$ cat src/rtl/immediate_encoder_pkg.sv
`default_nettype none
// +--------------------------------------------------------------------------+
// | Package     : immediate_defs                                             |
// | Description : Shared definitions for the immediate encoder and the       |
// |               immediate extender: mode codes, FSM state encodings, the   |
// |               per-evaluation result record and the reference extender    |
// |               function that maps an encoded field back to 32 bits.      |
// | Contents    : SEL_* mode codes, ST_* state codes, eval_result_t,         |
// |               extend_immediate()                                         |
// | Revision    : 1.0 - initial release                                      |
// +--------------------------------------------------------------------------+
package immediate_defs;

   // Encoding modes carried on immediate_sel
   localparam logic [1:0] SEL_MEM    = 2'd0;  // 12-bit unsigned memory offset
   localparam logic [1:0] SEL_ROT    = 2'd1;  // imm8 rotated right by 2*rot
   localparam logic [1:0] SEL_BRANCH = 2'd2;  // signed word-aligned 26-bit offset
   localparam logic [1:0] SEL_RSVD   = 2'd3;  // reserved, never encodable

   // Encoder FSM states
   localparam logic [1:0] ST_IDLE = 2'd0;
   localparam logic [1:0] ST_EVAL = 2'd1;
   localparam logic [1:0] ST_DONE = 2'd2;

   // Outcome of one EVAL cycle: finished flag, encodability and field value
   typedef struct packed {
      logic        fin;
      logic        valid;
      logic [23:0] imm;
   } eval_result_t;

   // Expands an encoded field back to the 32-bit value it stands for.
   // Mode 1 undoes the encoder's left rotate with a right rotate of the
   // same even amount.
   function automatic logic [31:0] extend_immediate(input logic [1:0]  sel,
                                                    input logic [23:0] imm);
      logic [63:0] dbl;
      logic [4:0]  amt;
      logic [31:0] res;
      dbl = 64'h0;
      amt = 5'd0;
      res = 32'h0;
      case (sel)
         SEL_MEM: begin
            res = {20'h00000, imm[11:0]};
         end
         SEL_ROT: begin
            amt = {imm[11:8], 1'b0};
            dbl = {24'h000000, imm[7:0], 24'h000000, imm[7:0]} >> amt;
            res = dbl[31:0];
         end
         SEL_BRANCH: begin
            res = {{6{imm[23]}}, imm, 2'b00};
         end
         default: begin
            res = 32'h0;
         end
      endcase
      return res;
   endfunction

endpackage

`default_nettype wire

$ cat src/rtl/rotate_left32.sv
`default_nettype none
// +--------------------------------------------------------------------------+
// | Module      : rotate_left32                                              |
// | Description : Purely combinational 32-bit rotate-left. Bits shifted out  |
// |               of bit 31 re-enter at bit 0.                               |
// | Ports       : i_value  [31:0] value to rotate                            |
// |               i_amount [4:0]  rotate distance in bits (0..31)            |
// |               o_value  [31:0] rotated value                              |
// | Revision    : 1.0 - initial release                                      |
// +--------------------------------------------------------------------------+
module rotate_left32 (
   input  logic [31:0] i_value,
   input  logic [4:0]  i_amount,
   output logic [31:0] o_value
);

   logic [63:0] w_doubled;

   // Shifting two back-to-back copies left leaves the wrapped bits in the
   // low end of the upper half, which avoids a 32-bit shift-by-32 corner.
   assign w_doubled = {i_value, i_value} << i_amount;
   assign o_value   = w_doubled[63:32];

endmodule

`default_nettype wire

$ cat src/rtl/immediate_encoder.sv
`default_nettype none
// +--------------------------------------------------------------------------+
// | Module      : immediate_encoder                                          |
// | Description : Compresses a 32-bit value into a 24-bit instruction        |
// |               immediate field. Modes: 0 memory offset, 1 rotated imm8    |
// |               (sequential search over rotate amounts), 2 branch offset,  |
// |               3 reserved. Three-state FSM IDLE -> EVAL -> DONE.          |
// | Parameters  : ROT_STEPS - rotate candidates searched in mode 1 (1..16)   |
// | Ports       : clk              system clock, rising edge                 |
// |               rst_n            asynchronous active-low reset             |
// |               start            request, sampled only in IDLE             |
// |               in_value [31:0]  value to encode                           |
// |               immediate_sel[1:0] encoding mode                           |
// |               busy             FSM not in IDLE                           |
// |               done             one-cycle result-available pulse          |
// |               valid            value was encodable (held after done)     |
// |               out_immediate_24 [23:0] encoded field (held after done)    |
// | Revision    : 1.0 - initial release                                      |
// +--------------------------------------------------------------------------+
module immediate_encoder
   import immediate_defs::*;
#(
   parameter int ROT_STEPS = 16
) (
   input  logic        clk,
   input  logic        rst_n,
   input  logic        start,
   input  logic [31:0] in_value,
   input  logic [1:0]  immediate_sel,
   output logic        busy,
   output logic        done,
   output logic        valid,
   output logic [23:0] out_immediate_24
);

   // The rot field in the encoding is 4 bits wide, so the search counter is
   // too; ROT_STEPS above 16 is not meaningful for this format.
   localparam logic [3:0] c_ROT_LAST = 4'(ROT_STEPS - 1);

   logic [1:0]   r_state;
   logic [3:0]   r_rot;
   logic [31:0]  r_value;
   logic [1:0]   r_sel;
   logic         r_valid;
   logic [23:0]  r_out;

   logic [31:0]  w_rot_value;
   eval_result_t w_eval;

   // Candidate for the current search step: value rotated left by 2*rot
   rotate_left32 u_rotate_left32 (
      .i_value  (r_value),
      .i_amount ({r_rot, 1'b0}),
      .o_value  (w_rot_value)
   );

   // Result of the current EVAL cycle. Only mode 1 can take more than one
   // cycle; it finishes on the first fitting rotation or on the last one.
   always_comb begin
      w_eval = '0;
      case (r_sel)
         SEL_MEM: begin
            w_eval.fin   = 1'b1;
            w_eval.valid = (r_value[31:12] == 20'h00000);
            w_eval.imm   = {12'h000, r_value[11:0]};
         end
         SEL_ROT: begin
            if (w_rot_value[31:8] == 24'h000000) begin
               w_eval.fin   = 1'b1;
               w_eval.valid = 1'b1;
               w_eval.imm   = {12'h000, r_rot, w_rot_value[7:0]};
            end else if (r_rot == c_ROT_LAST) begin
               w_eval.fin   = 1'b1;
               w_eval.valid = 1'b0;
               w_eval.imm   = 24'h000000;
            end
         end
         SEL_BRANCH: begin
            // Word aligned, and the top 7 bits are copies of bit 25 so the
            // 24-bit field sign-extends back to the original value.
            w_eval.fin   = 1'b1;
            w_eval.valid = (r_value[1:0] == 2'b00) &&
                           (r_value[31:25] == {7{r_value[25]}});
            w_eval.imm   = r_value[25:2];
         end
         default: begin
            w_eval.fin   = 1'b1;
            w_eval.valid = 1'b0;
            w_eval.imm   = 24'h000000;
         end
      endcase
   end

   always_ff @(posedge clk or negedge rst_n) begin
      if (!rst_n) begin
         r_state <= ST_IDLE;
         r_rot   <= 4'd0;
         r_value <= 32'h0;
         r_sel   <= SEL_MEM;
         r_valid <= 1'b0;
         r_out   <= 24'h000000;
      end else begin
         case (r_state)
            ST_IDLE: begin
               if (start) begin
                  r_value <= in_value;
                  r_sel   <= immediate_sel;
                  r_rot   <= 4'd0;
                  r_state <= ST_EVAL;
               end
            end
            ST_EVAL: begin
               if (w_eval.fin) begin
                  r_valid <= w_eval.valid;
                  r_out   <= w_eval.imm;
                  r_state <= ST_DONE;
               end else begin
                  // fin is forced at c_ROT_LAST, so this never wraps
                  r_rot <= r_rot + 4'd1;
               end
            end
            ST_DONE: begin
               r_state <= ST_IDLE;
            end
            default: begin
               r_state <= ST_IDLE;
            end
         endcase
      end
   end

   assign busy             = (r_state != ST_IDLE);
   assign done             = (r_state == ST_DONE);
   assign valid            = r_valid;
   assign out_immediate_24 = r_out;

endmodule

`default_nettype wire

$ cat config.mk
export PLATFORM = sky130hd
export DESIGN_NAME = immediate_encoder
export DESIGN_NICKNAME = d
export VERILOG_FILES = /design/src/rtl/immediate_encoder_pkg.sv /design/src/rtl/rotate_left32.sv /design/src/rtl/immediate_encoder.sv
export SDC_FILE = /design/constraint.sdc
export NUM_CORES = 1
export LEC_CHECK = 0
export ABC_AREA = 1
export CORE_UTILIZATION = 30
export DETAILED_ROUTE_END_ITERATION = 12
export GPL_TIMING_DRIVEN = 0
export SLEW_MARGIN = 0
export SYNTH_ARGS = -nofsm -noshare
export SYNTH_HDL_FRONTEND = slang
export SYNTH_HIERARCHICAL = 1
export SYNTH_SLANG_ARGS = --single-unit
$ cat constraint.sdc
create_clock -name clk -period 2.5 [get_ports clk]
set_input_delay 0.375 -clock clk [delete_from_list [all_inputs] [get_ports clk]]
set_output_delay 0.375 -clock clk [all_outputs]
set_load 0.01 [all_outputs]
==> impl_metrics.env, run 1 <==
export IMPL_status="finished, violations left"
export IMPL_violations="negative setup slack"
export IMPL_crit_slowest_cell="dfrtp_2"
export IMPL_vdd_drop_max_v=0.0007770
export IMPL_placed_area_um2=6611
export IMPL_r2r_end="out_immediate_24[22]"
export IMPL_leakagePower_nw=3.511
export IMPL_grt_usage_pct=21.18
export IMPL_drc=0
export IMPL_h_tree_depth=3
export IMPL_fin_nets=873
export IMPL_synthMuxAreaShare_pct=3.958
export IMPL_grt_max_degree=66
export IMPL_design_area_um2=7804
export IMPL_cp_num_buf_inv=4
export IMPL_synth_adder_area_share_pct=0.2199
export IMPL_synth_compound_area_share_pct=4.398
export IMPL_crit_end="out_immediate_24[22]"
export IMPL_startpoint="r_rot[0]"
export IMPL_fp_coreArea_um2=18640
export IMPL_final_cell_mix="nand2_1 (173), nand3_2 (126), nand3_1 (120), dfrtp_1 (64), clkdlybuf4s50_1 (62)"
export IMPL_cp_start_kind="flop"
export IMPL_netlist_instances=753
export IMPL_rr_startpoint="r_rot[0]"
export IMPL_hold_path_class="in2async"
export IMPL_root_buffer="clkbuf_16"
export IMPL_cp_max_fo=10
export IMPL_synth_top_area_share_pct=28.58
export IMPL_dr_pass1_iters=5
export IMPL_synthDistinctLibCells=31
export IMPL_relSlewSlack_pct=44.43
export IMPL_synth_top_family_by_area="simple AND/OR/NAND/NOR gates"
export IMPL_p_total_mw=10.13
export IMPL_yosysTopAreaCell="dfrtp_1"
export IMPL_holdBufCountCts=0
export IMPL_crit_top_cell="nand2_1"
export IMPL_cts_tree="yes"
export IMPL_clock_sinks=65
export IMPL_cp_required_ns=2.73
export IMPL_clk_pin_slew_ns=0.06
export IMPL_synthSimpleGateAreaFrac_pct=53.14
export IMPL_fin_worst_skew_ns=0.006244
export IMPL_reg2reg_slack_ns=-0.03
export IMPL_fin_crit_ns=2.535
export IMPL_drtIter0Drc=504
export IMPL_clock_latency_ns=0.34
export IMPL_dr_total_vias=5738
export IMPL_post_route_period_util_pct=101.4
export IMPL_drv_cap=0
export IMPL_slew_violations=0
export IMPL_drive_above_1_share_pct=35.95
export IMPL_hold_viol=0
export IMPL_avgRoutedWirePerCell_um=19.51
export IMPL_grt_pass1_vias=5651
export IMPL_vias_per_cell=5.343
export IMPL_reg2regPathDepth=17
export IMPL_syn_area_per_cell_um2=7.557
export IMPL_pwr_density_cell_nw_per_um2=1299
export IMPL_rsz0062_at_grt="yes"
export IMPL_postRouteAntennaNets=0
export IMPL_dp_hpwl_mm=15.45
export IMPL_ys_warn_count=6
export IMPL_fp_dieH_um=139.7
export IMPL_synth_xor_area_share_pct=0.1539
export IMPL_slowest_delay_ns=0.53
export IMPL_routed_wl_mm=20.95
export IMPL_crit_arrival_ns=2.76
export IMPL_routabilityCongestion=0.9698
export IMPL_ys_ff_latch=65
export IMPL_numCtsBuffers=9
export IMPL_initial_utilization_pct=30.52
export IMPL_grt_antenna_before_repair=0
export IMPL_synth_edf_count=0
export IMPL_crit_family="simple AND/OR/NAND/NOR gates"
export IMPL_grt_pass1_wl_mm=31.57
export IMPL_synth_seq_area_share_pct=28.58
export IMPL_setup_viol=19
export IMPL_dieArea_um2=19520
export IMPL_synth_ff_type="dfrtp_1"
export IMPL_portBuffers=63
export IMPL_cp_end_kind="flop"
export IMPL_path_class="reg2reg"
export IMPL_syn_nets=791
export IMPL_synth_area_leaders="dfrtp_1 (29%), nand3_1 (17%), nand3_2 (15%)"
export IMPL_crit_chain="inv_8 > clkbuf_16 > nand3_4 > nand3_4 > nand3_2 > nand3_1 > nand2_1 > nor2_1 > nand2_1 > nor2_2 > nand3_2 > nand2_1 > nand2_2 > buf_8 > buf_8 > nand2_1 > o21ai_2"
export IMPL_worst_slew_pin_slew_ns=0.8336
export IMPL_overflow=0
export IMPL_final_common_cell="nand2_1"
export IMPL_synthArstFlopShare_pct=100.0
export IMPL_worst_slack_ns=-0.03470
export IMPL_cts_path_max_buffers=2
export IMPL_syn2layout_area_growth_pct=37.14
export IMPL_synth_area_um2=5690
export IMPL_path_depth=17
export IMPL_antenna_cells=0
export IMPL_die_x_um=139.7
export IMPL_rows=50
export IMPL_pin_count=64
export IMPL_max_freq_ghz=0.3945
==> worst reg2reg max path, delay by kind of cell (launching register included) <==
family	cells	cell delay, ns
AOI/OAI and AO/OA	1	0.05
DFF	1	0.53
buffers and inverters	4	0.69
and+or+nand+nor	12	1.17
==> routing by layer <==
| metal | share of wire [%] | GRT usage, % |
|---|---|---|
| met5 | 0 | 0 |
| met4 | 3.9 | 10.01 |
| met3 | 6.8 | 4.164 |
| met2 | 46 | 32.74 |
| met1 | 43 | 28.26 |
==> power by group <==
group	internal, mW	switching, mW	total, mW
logic	2.55	4.04	6.59
registers	1.50	0.633	2.14
clock network	0.928	0.482	1.41
==> cells by family (layout without fill, tap and decap cells) <==
logic type / Yosys count / in the layout
simple gates: 534 / 534
fa+ha+maj: 1 / 1
other cells: 1 / 1
mux: 20 / 20
flops: 65 / 65
compound gates: 40 / 40
xor+xnor: 1 / 1
buf+inv: 91 / 178
==> cells in the mapped netlist, types with 3 or more instances <==
cell type  instances
nand3_1          193
buf_6              7
nand3_2           85
nor2_1            45
clkbuf_1          10
nor2_2             3
buf_12             4
o21ai_0            4
nand2_4           30
buf_4             11
a21oi_1           14
dfrtp_1           65
o22ai_1           10
inv_1             35
o21ai_2           10
nand2_1          174
buf_2             17
mux2_2            20
==> per-stage QoR <==
stage               utilization (%)  instances  setup WS, ns  hold slack, ns  setup TNS [ns]
floorplan                         -        753        0.3271         0.07941               0
global placement              35.48       1050        -1.209          0.4678          -88.81
detailed placement            35.46       1050       -0.3800          0.4662          -9.611
CTS                           38.80       1072      0.009132          0.1730               0
global route                  41.86       1074       -0.1722          0.1937          -3.899
finish                        41.86       1074      -0.03470          0.1223         -0.3767
==> sequential cells by signal, indices dropped and copies added, names as in the netlist <==
name / count
out_immediate_24: 24
valid: 1
r_value: 32
r_state: 2
r_rot: 4
r_sel: 2
==> repair_timing <==
action,in CTS,in global routing
endpoints found under the setup margin,31,31
buffers inserted,6,0
pin swaps,6,17
gates resized for setup,58,92
cloned,1,2
==> worst min path at each step <==
stage	endpoint	depth (start not counted)	startpoint	slack [ns]
after CTS	r_rot[2]	1	rst_n	0.17
after global placement	out_immediate_24[6]	2	out_immediate_24[6]	0.47
after detailed placement	out_immediate_24[0]	2	out_immediate_24[0]	0.47
after floorplan	out_immediate_24[0]	0	rst_n	0.08
final	r_rot[2]	1	rst_n	0.12
after global routing	r_rot[2]	1	rst_n	0.19
==> cell type report <==
| class | instances | area, um^2 |
|---|---|---|
| fillers | 1853 | 10840 |
| multi-input cells | 597 | 4143 |
| flip-flops and latches | 65 | 1628 |
| repair buffers | 72 | 754.5 |
| plain buffers | 49 | 478.0 |
| well taps | 234 | 292.8 |
| clock buffers | 12 | 256.5 |
| inverters | 41 | 176.4 |
| clock inverters | 4 | 75.07 |
No activity file was read; power rests on OpenSTA's default activity.
==> run 2, diff against run 1 <==
Settings changed: SKIP_LAST_GASP set to 1, TNS_END_PERCENT set to 50.
==> run 2 against run 1 <==
Against the previous run: the run still ends with negative setup slack left; final area barely moved; sequential power barely moved; clock-buffer cell count did not move; clock power barely moved; first-iteration DRC count rose by 8.9%.
==> impl_metrics.env, run 2 (synthesis results as in run 1) <==
export IMPL_status="finished, violations left"
export IMPL_violations="negative setup slack"
export IMPL_vdd_drop_max_v=0.0007774
export IMPL_final_common_cell="nand2_1"
export IMPL_h_tree_depth=3
export IMPL_max_freq_ghz=0.3929
export IMPL_crit_slowest_cell="dfrtp_2"
export IMPL_rows=50
export IMPL_path_class="reg2reg"
export IMPL_pwr_density_cell_nw_per_um2=1299
export IMPL_leakagePower_nw=3.509
export IMPL_placed_area_um2=6611
export IMPL_cp_required_ns=2.72
export IMPL_hold_viol=0
export IMPL_cp_start_kind="flop"
export IMPL_drive_above_1_share_pct=35.95
export IMPL_grt_pass1_wl_mm=31.57
export IMPL_cts_path_max_buffers=2
export IMPL_grt_pass1_vias=5651
export IMPL_cts_tree="yes"
export IMPL_setup_viol=19
export IMPL_post_place_ws_ns=-0.3800
export IMPL_worst_slew_pin_slew_ns=0.8349
export IMPL_crit_top_cell="nand2_1"
export IMPL_cp_end_kind="flop"
export IMPL_final_cell_mix="nand2_1 (173), nand3_2 (126), nand3_1 (120), dfrtp_1 (64), clkdlybuf4s50_1 (62)"
export IMPL_drv_cap=0
export IMPL_dieArea_um2=19520
export IMPL_cp_max_fo=10
export IMPL_relSlewSlack_pct=44.34
export IMPL_overflow=0
export IMPL_regMostFlops="r_value"
export IMPL_antenna_cells=0
export IMPL_syn2layout_area_growth_pct=37.03
export IMPL_fin_crit_ns=2.545
export IMPL_routed_wl_mm=20.86
export IMPL_hold_path_class="in2async"
export IMPL_clock_latency_ns=0.34
export IMPL_largest_register_ffs=32
export IMPL_dr_pass1_iters=5
export IMPL_fp_coreArea_um2=18640
export IMPL_power_frac_comb_pct=65.0
export IMPL_numCtsBuffers=9
export IMPL_dr_total_vias=5773
export IMPL_drtIter0Drc=549
export IMPL_power_switching_mw=5.150
export IMPL_crit_arrival_ns=2.77
export IMPL_avgRoutedWirePerCell_um=19.42
export IMPL_dp_hpwl_mm=15.45
export IMPL_design_area_um2=7797
export IMPL_swShare_pct=50.84
export IMPL_worst_slack_ns=-0.04525
export IMPL_fp_dieH_um=139.7
export IMPL_slowest_delay_ns=0.53
export IMPL_grt_max_degree=66
export IMPL_pin_count=64
export IMPL_root_buffer="clkbuf_16"
export IMPL_fin_hold_ws_ns=0.1211
export IMPL_drc=0
export IMPL_clock_power_share_pct=13.9
export IMPL_crit_chain="inv_8 > clkbuf_16 > nand3_4 > nand3_4 > nand3_2 > nand3_1 > nand2_1 > nor2_1 > nand2_1 > nor2_2 > nand3_2 > nand2_1 > nand2_2 > buf_8 > buf_8 > nand2_1 > o21ai_2"
export IMPL_grt_antenna_before_repair=0
export IMPL_die_x_um=139.7
export IMPL_vias_per_cell=5.375
export IMPL_rsz0062_at_grt="yes"
export IMPL_initial_utilization_pct=30.52
export IMPL_slew_violations=0
export IMPL_fin_worst_skew_ns=0.007185
export IMPL_portBuffers=63
export IMPL_p_total_mw=10.13
export IMPL_holdBufCountCts=0
export IMPL_postRouteAntennaNets=0
export IMPL_post_route_period_util_pct=101.8
export IMPL_final_core_util_pct=41.83
export IMPL_grt_usage_pct=21.18
export IMPL_routabilityCongestion=0.9698
export IMPL_fin_nets=873
export IMPL_fillers=1851
export IMPL_internal_power_mw=4.978
export IMPL_clk_pin_slew_ns=0.06
export IMPL_power_frac_seq_pct=21.1
export IMPL_clock_sinks=65
-- run 2: worst paths after layout --
| kind | from | to | slack [ns] | cells after the start |
|---|---|---|---|---|
| min | rst_n | r_rot[2] | 0.12 | 1 |
| max | r_rot[0] | out_immediate_24[22] | -0.05 | 17 |
| min in group clk | out_immediate_24[6] | out_immediate_24[6] | 0.48 | 2 |
| max in group asynchronous | rst_n | r_value[27] | 1.81 | 1 |
| max reg2reg | r_rot[0] | out_immediate_24[22] | -0.05 | 17 |
| min reg2reg | out_immediate_24[6] | out_immediate_24[6] | 0.48 | 2 |
-- run 2: worst max-delay path, delay by kind of cell (launching register included) --
family	cells	cell delay (ns)
buffers and inverters	4	0.66
flip-flops	1	0.53
AO/OA/AOI/OAI	1	0.05
AND/OR/NAND/NOR	12	1.17
-- run 2: cell type report --
cell class              count  area (um^2)  share of cell area [%]
flip-flops and latches     65         1628                   20.88
plain buffers              49        471.7                   6.049
clock buffers              12        256.5                   3.289
inverters                  41        176.4                   2.263
repair buffers             72        754.5                   9.676
multi-input cells         597         4143                   53.13
clock inverters             4        75.07                  0.9628
well taps                 234        292.8                   3.755
-- run 2: routing by layer --
layer	GRT usage [%]	vias up	routed length [um]
met5	0	-	0
met4	10.01	0	756
met3	4.164	45	1381
met2	32.74	238	9639
met1	28.26	2767	9079
li1	-	2723	-
-- run 2: power by group through the flow --
stage	Sequential, mW	Clock (mW)	Combinational [mW]
after floorplan	2.03	0	3.75
after global placement	2.13	0	5.40
after detailed placement	2.14	0	5.38
after CTS	2.13	1.43	5.73
after global routing	2.20	1.48	7.06
final	2.14	1.41	6.58
-- run 2: through the flow --
step | cells | TNS, ns
3_3_place_gp | 1050 | -88.81
4_1_cts | 1072 | 0
2_1_floorplan | 753 | 0
5_1_grt | 1074 | -4.001
6_report | 1074 | -0.5243
3_5_place_dp | 1050 | -9.611
-- run 2: what timing repair did --
action,in CTS,in global routing
gates cloned,1,2
resized for setup,58,90
setup buffers,6,0
endpoints found under the setup margin,31,31
hold endpoints to repair,0,0
pin swaps,6,17
==> run 3, diff against run 2 <==
Settings changed: ABC_AREA 1 to unset, SKIP_LAST_GASP 1 to unset.
==> run 3 against run 2 <==
Against the previous run: the flow still finishes with violations (negative setup slack); clock-buffer cell count down 2; via count shrank 29%; utilization decreased by 0.32 points; non-clock buffer count is 11 higher; final area shrank 15%; sequential power rose by 7%; critical endpoint is now out_immediate_24[9].
==> impl_metrics.env, run 3 <==
export IMPL_status="finished, violations left"
export IMPL_violations="negative setup slack"
export IMPL_dp_cells=719
export IMPL_cp_required_ns=2.75
export IMPL_drv_cap=0
export IMPL_placed_area_um2=5868
export IMPL_syn2layout_area_growth_pct=34.11
export IMPL_seqCellArea_um2=1629
export IMPL_crit_chain="buf_12 > buf_12 > mux4_2 > mux4_2 > mux2_4 > nor4_4 > nand4_1 > buf_6 > o21ai_2 > nand2_2 > clkinv_4 > nand2_4 > buf_12 > o2bb2ai_2"
export IMPL_h_tree_depth=3
export IMPL_grt_antenna_before_repair=0
export IMPL_crit_top_cell="buf_12"
export IMPL_leakagePower_nw=2.629
export IMPL_clock_latency_ns=0.33
export IMPL_postRouteAntennaNets=0
export IMPL_setup_viol=31
export IMPL_post_route_period_util_pct=136.3
export IMPL_cp_end_kind="flop"
export IMPL_final_core_util_pct=41.50
export IMPL_dr_total_vias=4121
export IMPL_path_depth=14
export IMPL_rows=46
export IMPL_syn_nets=477
export IMPL_grt_pass1_wl_mm=23.12
export IMPL_grt_max_degree=43
export IMPL_numCtsBuffers=9
export IMPL_pwr_density_cell_nw_per_um2=1338
export IMPL_drtIter0Drc=458
export IMPL_multi_input_area_um2=3126
export IMPL_dp_hpwl_mm=10.95
export IMPL_drive_above_1_share_pct=34.43
export IMPL_fp_dieH_um=130.2
export IMPL_netlist_top_cells_count="nand2_1 (110), dfrtp_1 (65), mux4_2 (63)"
export IMPL_cp_start_kind="flop"
export IMPL_yosysMostFrequentCell="nand2_1"
export IMPL_fin_tns_setup_ns=-26.58
export IMPL_synthArstFlopShare_pct=100.0
export IMPL_clk_pin_slew_ns=0.06
export IMPL_slew_violations=0
export IMPL_cp_max_fo=10
export IMPL_relSlewSlack_pct=62.11
export IMPL_worst_slack_ns=-0.9082
export IMPL_fin_crit_ns=3.408
export IMPL_pin_count=64
export IMPL_synth_area_leaders="dfrtp_1 (33%), mux4_2 (29%), nand2_1 (8.4%)"
export IMPL_cp_num_buf_inv=5
export IMPL_synth_edf_count=0
export IMPL_cts_tree="yes"
export IMPL_regMostFlops="r_value"
export IMPL_max_freq_ghz=0.2934
export IMPL_portBuffers=63
export IMPL_vdd_drop_max_v=0.0004642
export IMPL_clock_sinks=65
export IMPL_dieArea_um2=16960
export IMPL_dr_pass1_iters=5
export IMPL_vias_per_cell=5.387
export IMPL_synth_seq_area_share_pct=32.97
export IMPL_crit_arrival_ns=3.66
export IMPL_rsz0062_at_grt="yes"
export IMPL_synthDistinctLibCells=36
export IMPL_initial_utilization_pct=30.94
export IMPL_fp_coreArea_um2=15940
export IMPL_crit_family="multiplexers"
export IMPL_routabilityCongestion=0.9585
export IMPL_overflow=0
export IMPL_hold_viol=0
export IMPL_fillers=1492
export IMPL_final_common_cell="nand2_1"
export IMPL_fin_nets=582
export IMPL_die_x_um=130.2
export IMPL_reg2regPathDepth=14
export IMPL_yosysTopAreaCell="dfrtp_1"
export IMPL_path_class="reg2reg"
export IMPL_avgRoutedWirePerCell_um=19.16
export IMPL_grt_usage_pct=18.11
export IMPL_holdBufCountCts=0
export IMPL_ys_warn_count=6
export IMPL_fin_worst_skew_ns=0.008363
export IMPL_largest_register_ffs=32
export IMPL_cts_path_max_buffers=2
export IMPL_hold_path_class="in2async"
export IMPL_worst_slew_pin_slew_ns=0.5684
export IMPL_syn_area_per_cell_um2=11.24
export IMPL_ys_ff_latch=65
export IMPL_grt_pass1_vias=4223
export IMPL_design_area_um2=6616
export IMPL_final_cells=765
export IMPL_netlist_instances=439
export IMPL_final_cell_mix="nand2_1 (109), dfrtp_1 (63), mux4_2 (63), clkdlybuf4s50_1 (62), mux2_2 (31)"
export IMPL_slowest_delay_ns=0.55
export IMPL_synth_area_um2=4933
export IMPL_drc=0
export IMPL_routed_wl_mm=14.65
export IMPL_antenna_cells=0
export IMPL_synth_top_area_share_pct=32.97
export IMPL_crit_slowest_cell="mux4_2"
export IMPL_root_buffer="clkbuf_16"
export IMPL_synth_ff_type="dfrtp_1"
## run 3: area by class of cell
cell class / count / area share [%]
repair buffers: 94 / 13.75
inverters: 15 / 0.9266
flip-flops and latches: 65 / 24.62
well taps: 216 / 4.085
multi-input cells: 321 / 47.24
plain buffers: 38 / 4.520
clock buffers: 10 / 3.461
clock inverters: 6 / 1.399
## run 3: path summary, 6_finish.rpt
check,slack (ns),end,startpoint
setup / recovery,-0.91,out_immediate_24[9],r_rot[0]
hold / removal,0.04,r_value[24],rst_n
setup reg to reg,-0.91,out_immediate_24[9],r_rot[0]
hold reg to reg,0.49,out_immediate_24[8],out_immediate_24[8]
max in group asynchronous,1.83,r_rot[2],rst_n
min in group clk,0.49,out_immediate_24[8],out_immediate_24[8]
## run 3: worst register-to-register path: stages (launching register included)
cell and delay, ns:
dfrtp_2 0.38, buf_12 0.15, buf_12 0.13, mux4_2 0.56, mux4_2 0.54, mux2_4 0.31
nor4_4 0.27, nand4_1 0.13, buf_6 0.16, o21ai_2 0.11, nand2_2 0.10, clkinv_4 0.13
nand2_4 0.08, buf_12 0.15, o2bb2ai_2 0.12
## run 3: metal layers
metal	vias up	GRT usage, %	part of all wire, %	routed length [um]
met4	0	9.166	4.3	631
met1	2020	23.43	41	5976
met3	49	2.542	6.9	1017
met2	203	29.69	48	7028
li1	1849	-	-	-
met5	-	0	0	0
## run 3: repair_timing
item                                    in CTS  in global routing
endpoints found under the setup margin      31                 31
cloned                                       0                  3
setup buffers                               17                 10
pin swaps                                    3                  5
gates resized for setup                     13                 21
## run 3: logic make-up after synthesis
family / after synthesis / synth area share (%)
and+or+nand+nor: 163 / 14.13
muxes: 108 / 39.03
DFF: 65 / 32.97
buffers and inverters: 53 / 5.909
AOI/OAI and AO/OA: 48 / 7.633
adders and majority gates: 1 / 0.2536
other: 1 / 0.07601
## run 3: metrics by stage
stage / hold WS (ns) / total power [mW] / setup slack (ns)
3_3_place_gp: 0.4876 / 6.677 / -1.209
5_1_grt: 0.07481 / 9.339 / -1.035
6_report: 0.03742 / 8.855 / -0.9082
2_1_floorplan: 0.07941 / 5.189 / -0.6609
4_1_cts: 0.04195 / 8.413 / -0.9633
3_5_place_dp: 0.3983 / 6.805 / -1.236
## run 3: power by group
part | total (mW) | switching, mW | internal (mW)
Combinational | 5.23 | 2.42 | 2.82
Sequential | 2.29 | 0.767 | 1.53
Clock | 1.33 | 0.455 | 0.875
